File: src/rtl/mem_arbiter.sv
// mem_arbiter: round-robin sharing of a single-port memory between the IFU and the LSU
module mem_arbiter #(
  parameter int ADDR_W = 64,
  parameter int DATA_W = 64,
  parameter int WDT_W = 4,
  parameter logic [WDT_W-1:0] IFU_WDT = 4'b0100
) (
  input  logic              clk,
  input  logic              rst_n,
  input  logic              ifu_req_valid,
  output logic              ifu_req_ready,
  input  logic [ADDR_W-1:0] ifu_addr,
  input  logic              ifu_flush,
  output logic              ifu_resp_valid,
  output logic [DATA_W-1:0] ifu_resp_data,
  input  logic              lsu_req_valid,
  output logic              lsu_req_ready,
  input  logic              lsu_wen,
  input  logic [ADDR_W-1:0] lsu_addr,
  input  logic [DATA_W-1:0] lsu_wdata,
  input  logic [WDT_W-1:0]  lsu_wdt,
  output logic              lsu_resp_valid,
  output logic [DATA_W-1:0] lsu_resp_data,
  output logic              mem_ren,
  output logic [ADDR_W-1:0] mem_raddr,
  output logic              mem_wen,
  output logic [ADDR_W-1:0] mem_waddr,
  output logic [DATA_W-1:0] mem_wdata,
  output logic [WDT_W-1:0]  wdt_op,
  input  logic [DATA_W-1:0] mem_rdata
);
  typedef enum logic [1:0] {IDLE, RESP_IF, RESP_LS} state_t;
  state_t state_q, state_d;
  logic last_lsu_q, last_lsu_d;
  logic store_q, store_d;
  logic [ADDR_W-1:0] addr_q, addr_d;
  logic [WDT_W-1:0] wdt_q, wdt_d;
  logic idle, grant_ifu, grant_lsu;
  // Gating with rst_n keeps every output low while reset is held, even with requests pending.
  assign idle = rst_n && state_q == IDLE;
  assign grant_ifu = idle && ifu_req_valid && (!lsu_req_valid || last_lsu_q);
  assign grant_lsu = idle && lsu_req_valid && (!ifu_req_valid || !last_lsu_q);
  // State and latched access registers.
  always_ff @(posedge clk or negedge rst_n) begin
    if (!rst_n) begin
      state_q <= IDLE;
      last_lsu_q <= 1'b0;
      store_q <= 1'b0;
      addr_q <= '0;
      wdt_q <= '0;
    end else begin
      state_q <= state_d;
      last_lsu_q <= last_lsu_d;
      store_q <= store_d;
      addr_q <= addr_d;
      wdt_q <= wdt_d;
    end
  end
  // Next state and memory/requester outputs; response cycles replay the latched address and width.
  always_comb begin
    state_d = state_q;
    last_lsu_d = last_lsu_q;
    store_d = store_q;
    addr_d = addr_q;
    wdt_d = wdt_q;
    ifu_req_ready = grant_ifu;
    lsu_req_ready = grant_lsu;
    ifu_resp_valid = 1'b0;
    ifu_resp_data = '0;
    lsu_resp_valid = 1'b0;
    lsu_resp_data = '0;
    mem_ren = 1'b0;
    mem_raddr = '0;
    mem_wen = 1'b0;
    mem_waddr = '0;
    mem_wdata = '0;
    wdt_op = '0;
    if (grant_ifu) begin
      mem_ren = 1'b1;
      mem_raddr = ifu_addr;
      wdt_op = IFU_WDT;
      addr_d = ifu_addr;
      wdt_d = IFU_WDT;
      last_lsu_d = 1'b0;
      store_d = 1'b0;
      state_d = RESP_IF;
    end else if (grant_lsu) begin
      mem_ren = !lsu_wen;
      mem_raddr = lsu_wen ? '0 : lsu_addr;
      mem_wen = lsu_wen;
      mem_waddr = lsu_wen ? lsu_addr : '0;
      mem_wdata = lsu_wen ? lsu_wdata : '0;
      wdt_op = lsu_wdt;
      addr_d = lsu_addr;
      wdt_d = lsu_wdt;
      last_lsu_d = 1'b1;
      store_d = lsu_wen;
      state_d = RESP_LS;
    end else if (state_q == RESP_IF) begin
      mem_raddr = addr_q;
      wdt_op = wdt_q;
      ifu_resp_valid = !ifu_flush;
      ifu_resp_data = ifu_flush ? '0 : mem_rdata;
      state_d = IDLE;
    end else if (state_q == RESP_LS) begin
      mem_raddr = addr_q;
      wdt_op = wdt_q;
      lsu_resp_valid = 1'b1;
      lsu_resp_data = store_q ? '0 : mem_rdata;
      state_d = IDLE;
    end
  end
endmodule
File: config.mk
export PLATFORM = sky130hd
export DESIGN_NAME = mem_arbiter
export DESIGN_NICKNAME = d
export VERILOG_FILES = /design/src/rtl/mem_arbiter.sv
export SDC_FILE = /design/constraint.sdc
export NUM_CORES = 1
export LEC_CHECK = 0
export CORE_AREA = 3 3 233 235
export CTS_CLUSTER_SIZE = 20
export DETAILED_ROUTE_END_ITERATION = 7
export DIE_AREA = 0 0 236 238
export PLACE_DENSITY_LB_ADDON = 0.3
export SYNTH_ARGS = -nofsm -noshare
export SYNTH_HDL_FRONTEND = slang
export SYNTH_SLANG_ARGS = --single-unit
File: constraint.sdc
create_clock -name clk -period 3.3 [get_ports clk]
set_clock_uncertainty 0.05 [all_clocks]
set_input_delay 0.66 -clock clk [delete_from_list [all_inputs] [get_ports clk]]
set_output_delay 0.66 -clock clk [all_outputs]
set_load 0.03 [all_outputs]
== After elaboration in Yosys (flattened, before gate mapping) ==
Index checks and enable logic that the tools add are counted.
Widths: inputs -> output; s select.
Storage, ports and cells
  logic and storage cells: 69
  bits in registers: 72
  input bits: 266
Cells by class
  multiplexer cells: 47
  eq/ne operators: 2
  reduce and logical (&&, ||, !) cells: 15
Operators with widths (count)
  $mux 64: 22
  $mux 4: 6
  $mux 1: 15
  $mux 2: 4
  $logic_and 1x1->1: 5
  $logic_not 1->1: 5
  $reduce_bool 4->1: 1
  $eq 2x1->1 const B: 1
  $eq 2x2->1 const B: 1
  $logic_not 2->1: 1
  $logic_or 1x1->1: 2
  $reduce_bool 2->1: 1

== Longest topological paths before layout ==
  depth after elaboration: 6
  gate-level depth with buffers: 8
  gate-level depth less buffers: 5

== Least setup slack after synthesis ==
Ideal clock, no wire load.
  path kind: in2out
  start point: in lsu_req_valid
  end point: out wdt_op[2]
  slack: 0.346 ns
  path buffers: 0
  arrival: 2.244 ns
  cell stages on the path: 3
  data required time: 2.590 ns
  cells stage by stage: nor2b_1 -> nor3b_1 -> a221o_1
On the way
  word-level cells in the longest chain between the ends: 4
Ends and longest elaborated chain
  start, declared: RTL line 16  | input logic lsu_req_valid,
  $logic_not 1->1: RTL line 41  | assign grant_ifu = idle && ifu_req_valid && (!lsu_req_valid || last_lsu_q);
  $logic_or 1x1->1: RTL line 41
  $logic_and 1x1->1: RTL line 41
  net ifu_req_ready: RTL line 11  | output logic ifu_req_ready,
  $mux 4: RTL line 78  | if (grant_ifu) begin
  end, declared: RTL line 29  | output logic [WDT_W-1:0] wdt_op,
The timed path passes the listed nets, and every way through them passes these cells.

== Worst setup path after layout ==
  start point: in lsu_req_valid
  end point: out mem_raddr[21]
On the way
  word-level cells in the longest chain between the ends: 4
Ends and longest elaborated chain
  $logic_and 1x1->1 or $logic_not 1->1 (tied branches): RTL line 42, 41
  $logic_and 1x1->1 or $logic_or 1x1->1 (tied branches): RTL line 42, 41
  $mux 64 or $logic_and 1x1->1 (tied branches): RTL line 87, 41
  $mux 64 *: RTL line 78
  end, declared: RTL line 25  | output logic [ADDR_W-1:0] mem_raddr,
Every way passes the cells marked *; elsewhere a longest branch is shown, timed or not.

==> results.txt <==
----------------------------------------------------
[Outcome]
  Status ... finished clean

[Power and ir drop]
  Cell leakage power ... just over 6 nW
  Total Power ... 7.48 mW
  Maximum ir drop on the vdd rail ... 0.291 mV
  PwrDens ... 581 mW/mm²

[Yosys]
  Post-synth cell types ... 26
  Number of flops mapped to enable cells by yosys ... 0
  Share of the yosys chip area belonging to registers ... 30.4%
  Most frequent cell after synthesis ... and2_1
  Post-synth top cells ... and2_1 (131), and3_1 (130), a221o_1 (129), dfrtp_1 (72), nand2_1 (66)
  Proportion of netlist area held by the largest area contributor ... roughly 30%
  Synth Cell Area ... 0.00593 mm²
  Fraction of registers with async set or reset after synthesis ... 100%
  Gate count after technology mapping ... about 700
  Avg Cell Area, Syn ... 8.30 µm²
  Largest area contributor in the synthesized netlist ... dfrtp_1
  Total of flip-flops plus latches after synthesis ... 72
  Syn nets ... ~980
  Main synth FF type ... dfrtp_1
  Dominant cells by area after synthesis ... dfrtp_1 (30%), a221o_1 (22%), and2_1 (14%)
  Count of warnings emitted by yosys ... 0

[Clock tree]
  Number of hold-repair buffers added at the cts stage ... 0
  # H-tree levels ... 3
  Number of sinks on the clock net ... 72
  Number of buffers added by the clock tree synthesis step ... 9
  Worst skew pair latency ... 360 ps
  CTS Root Buffer Type ... clkbuf_16
  CTS tree ... yes
  Bufs on Longest Clock Path ... 2
  Number of post-CTS setup repair buffers ... 0
  Cts repair resizes ... 0
  Worst-path clk slew ... ~60 ps

[Global route]
  Wire length of the first global-routing pass ... 60.2 mm
  Number of global-route vias before repair ... 8075
  Total grt overflow ... 0
  Total global routing track utilization ... 14.6%
  Pin count of the biggest net entering global routing ... 96
  Antenna violations before repair ... 22

[Route]
  Overall routed net length ... 43.2 mm
  Total via count in the routed design ... 8159
  DRC Markers ... 0
  First-pass DRT Iterations ... 5
  Routed wire length per instance ... between 20 and 25 µm
  Violation count after the first detailed-routing iteration ... 482
  Number of nets still failing antenna checks after routing ... 0
  Routed vias/inst ... approximately 4.2

[Timing]
  Final Max Slew Viols ... 0
  Setup TNS ... 0 ps
  Share of the cycle needed by the critical path after routing ... 97.4%
  Measured slew at the worst slew-check pin ... around 700 ps
  Time the worst path needs with I/O delays and setup ... 3210 ps
  Slew headroom ... 53.1%
  Number of endpoints failing setup at the final stage ... 0
  Worst setup margin ... 86.5 ps
  Unrepaired setup endpoints after global routing ... no
  Final hold violation count ... 0
  Max Freq ... between 0.3 and 0.4 GHz

[Critical path]
  Crit path buf inv count ... 3
  Critical path startpoint category ... input pin
  Top delay family on crit path ... buffers and inverters
  Critical path's slowest cell ... clkdlybuf4s50_1
  Highest cell delay on the worst timing path ... 630 ps
  Category of the critical setup timing path ... input pin to output pin
  Register-to-register setup slack ... 1120 ps
  Req. time, crit path ... 2590 ps
  Largest fanout of any net on the critical path ... between 50 and 60
  List of cells traversed by the critical path ... clkdlybuf4s50_1 > nor2b_4 > buf_12 > nor3_1 > a221o_1 > buf_4
  Signal arrival time at the worst endpoint ... 2500 ps
  Setup crit end kind ... output pin

[Place]
  Post-DP HPWL ... roughly 35 mm
  Post-Place Worst Slack ... 110 ps
  Final weighted congestion of routability-driven global placement ... 0.876
  Port buffer count ... 595
  Placed cell count ... 1933

[Run]
  Number of max-capacitance violations reported ... 0

[Final layout]
  Final net count ... 1525
  Fraction of final layout cells sized beyond drive strength 1 ... 30.6%
  Count of filler cells inserted in the layout ... 5656
  Layout Area Growth over Synthesis ... 117%
  Final Non-Filler Cells ... 1955
  Post-route core utilization ... between 20% and 30%

[Die]
  Number of primary I/O pins ... 596
  Die outline height ... 238 µm
  Number of rows in the core area ... between 80 and 90
  Starting utilization of the core area ... 11.3%
  Die outline width ... approximately 240 µm
  Core region area ... 0.0524 mm²
  Die Outline Area ... 0.0562 mm²

[Min path]
  Type of the tightest min-delay check ... input pin to async pin

----------------------------------------------------
cell type report:
| cell class | instances | area (µm²) | share of cell area, % |
|---|---|---|---|
| diodes | 6 | 15.0 | 0.117 |
| multi-input cells | 545 | 3740 | 29.0 |
| repair buffers | 624 | 6160 | 47.9 |
| well taps | 688 | 861 | 6.69 |
| inverters | 4 | 15.0 | 0.117 |
| clock inverters | 5 | 31.3 | 0.243 |
| flip-flops and latches | 72 | 1800 | 14.0 |
| clock buffers | 11 | 243 | 1.89 |
metal layers:
layer,vias to the layer above,GRT usage (%),share of wire (%)
li1,3774,-,-
met1,3907,16.6,39
met2,405,25.9,51
met3,59,4.60,7.4
met4,14,5.25,2.9
met5,-,0,0.20
registers in the layout, indices dropped and copies added (netlist names):
| name | flops |
|---|---|
| addr_q | 64 |
| last_lsu_q | 1 |
| state_q | 2 |
| store_q | 1 |
| wdt_q | 4 |
report_power, final:
part           total, mW  leakage (nW)  switching (mW)  internal [mW]
combinational       4.97          5.09            2.80           2.17
clock              0.960         0.136           0.432          0.528
sequential          1.54         0.896           0.247           1.30
total               7.48          6.12            3.48           3.99
worst paths after layout:
kind                       depth (start not counted)          start            end
min in group clk                                   1     state_q[1]     state_q[1]
min                                                1          rst_n     state_q[1]
max                                                6  lsu_req_valid  mem_raddr[21]
max reg2reg                                        7     state_q[0]     addr_q[26]
min reg2reg                                        1     state_q[1]     state_q[1]
max in group asynchronous                          3          rst_n     last_lsu_q
cell families after synthesis:
logic type / synth area share, %
simple gates: 38.1
compound gates: 23.6
buf+inv: 7.25
flops: 30.4
fa+ha+maj: 0.633
through the flow:
step / hold slack, ps / area, µm²
floorplan: 314 / 5930
global placement: 438 / 12600
detailed placement: 440 / 12600
CTS: 50.5 / 12900
global route: 58.3 / 12900
finish: 75.5 / 12900
worst register-to-register path, stage by stage, from the launching register on:
cell     delay (ps)
dfrtp_1         370
inv_1            70
ha_1            290
and2_1          210
and3_4          220
buf_12          170
buf_4           330
a221o_1         360
layout by cell type, fill, tap and decap left out, drive strengths merged, types with 5 or more instances in the layout:
master / n
buf: 362
clkdlybuf4s50: 262
and2: 131
and3: 130
a221o: 129
dfrtp: 72
nand2: 66
nor3: 64
clkbuf: 11
a22o: 7
diode: 6
inv: 5
Power figures use the tool's default switching activity.
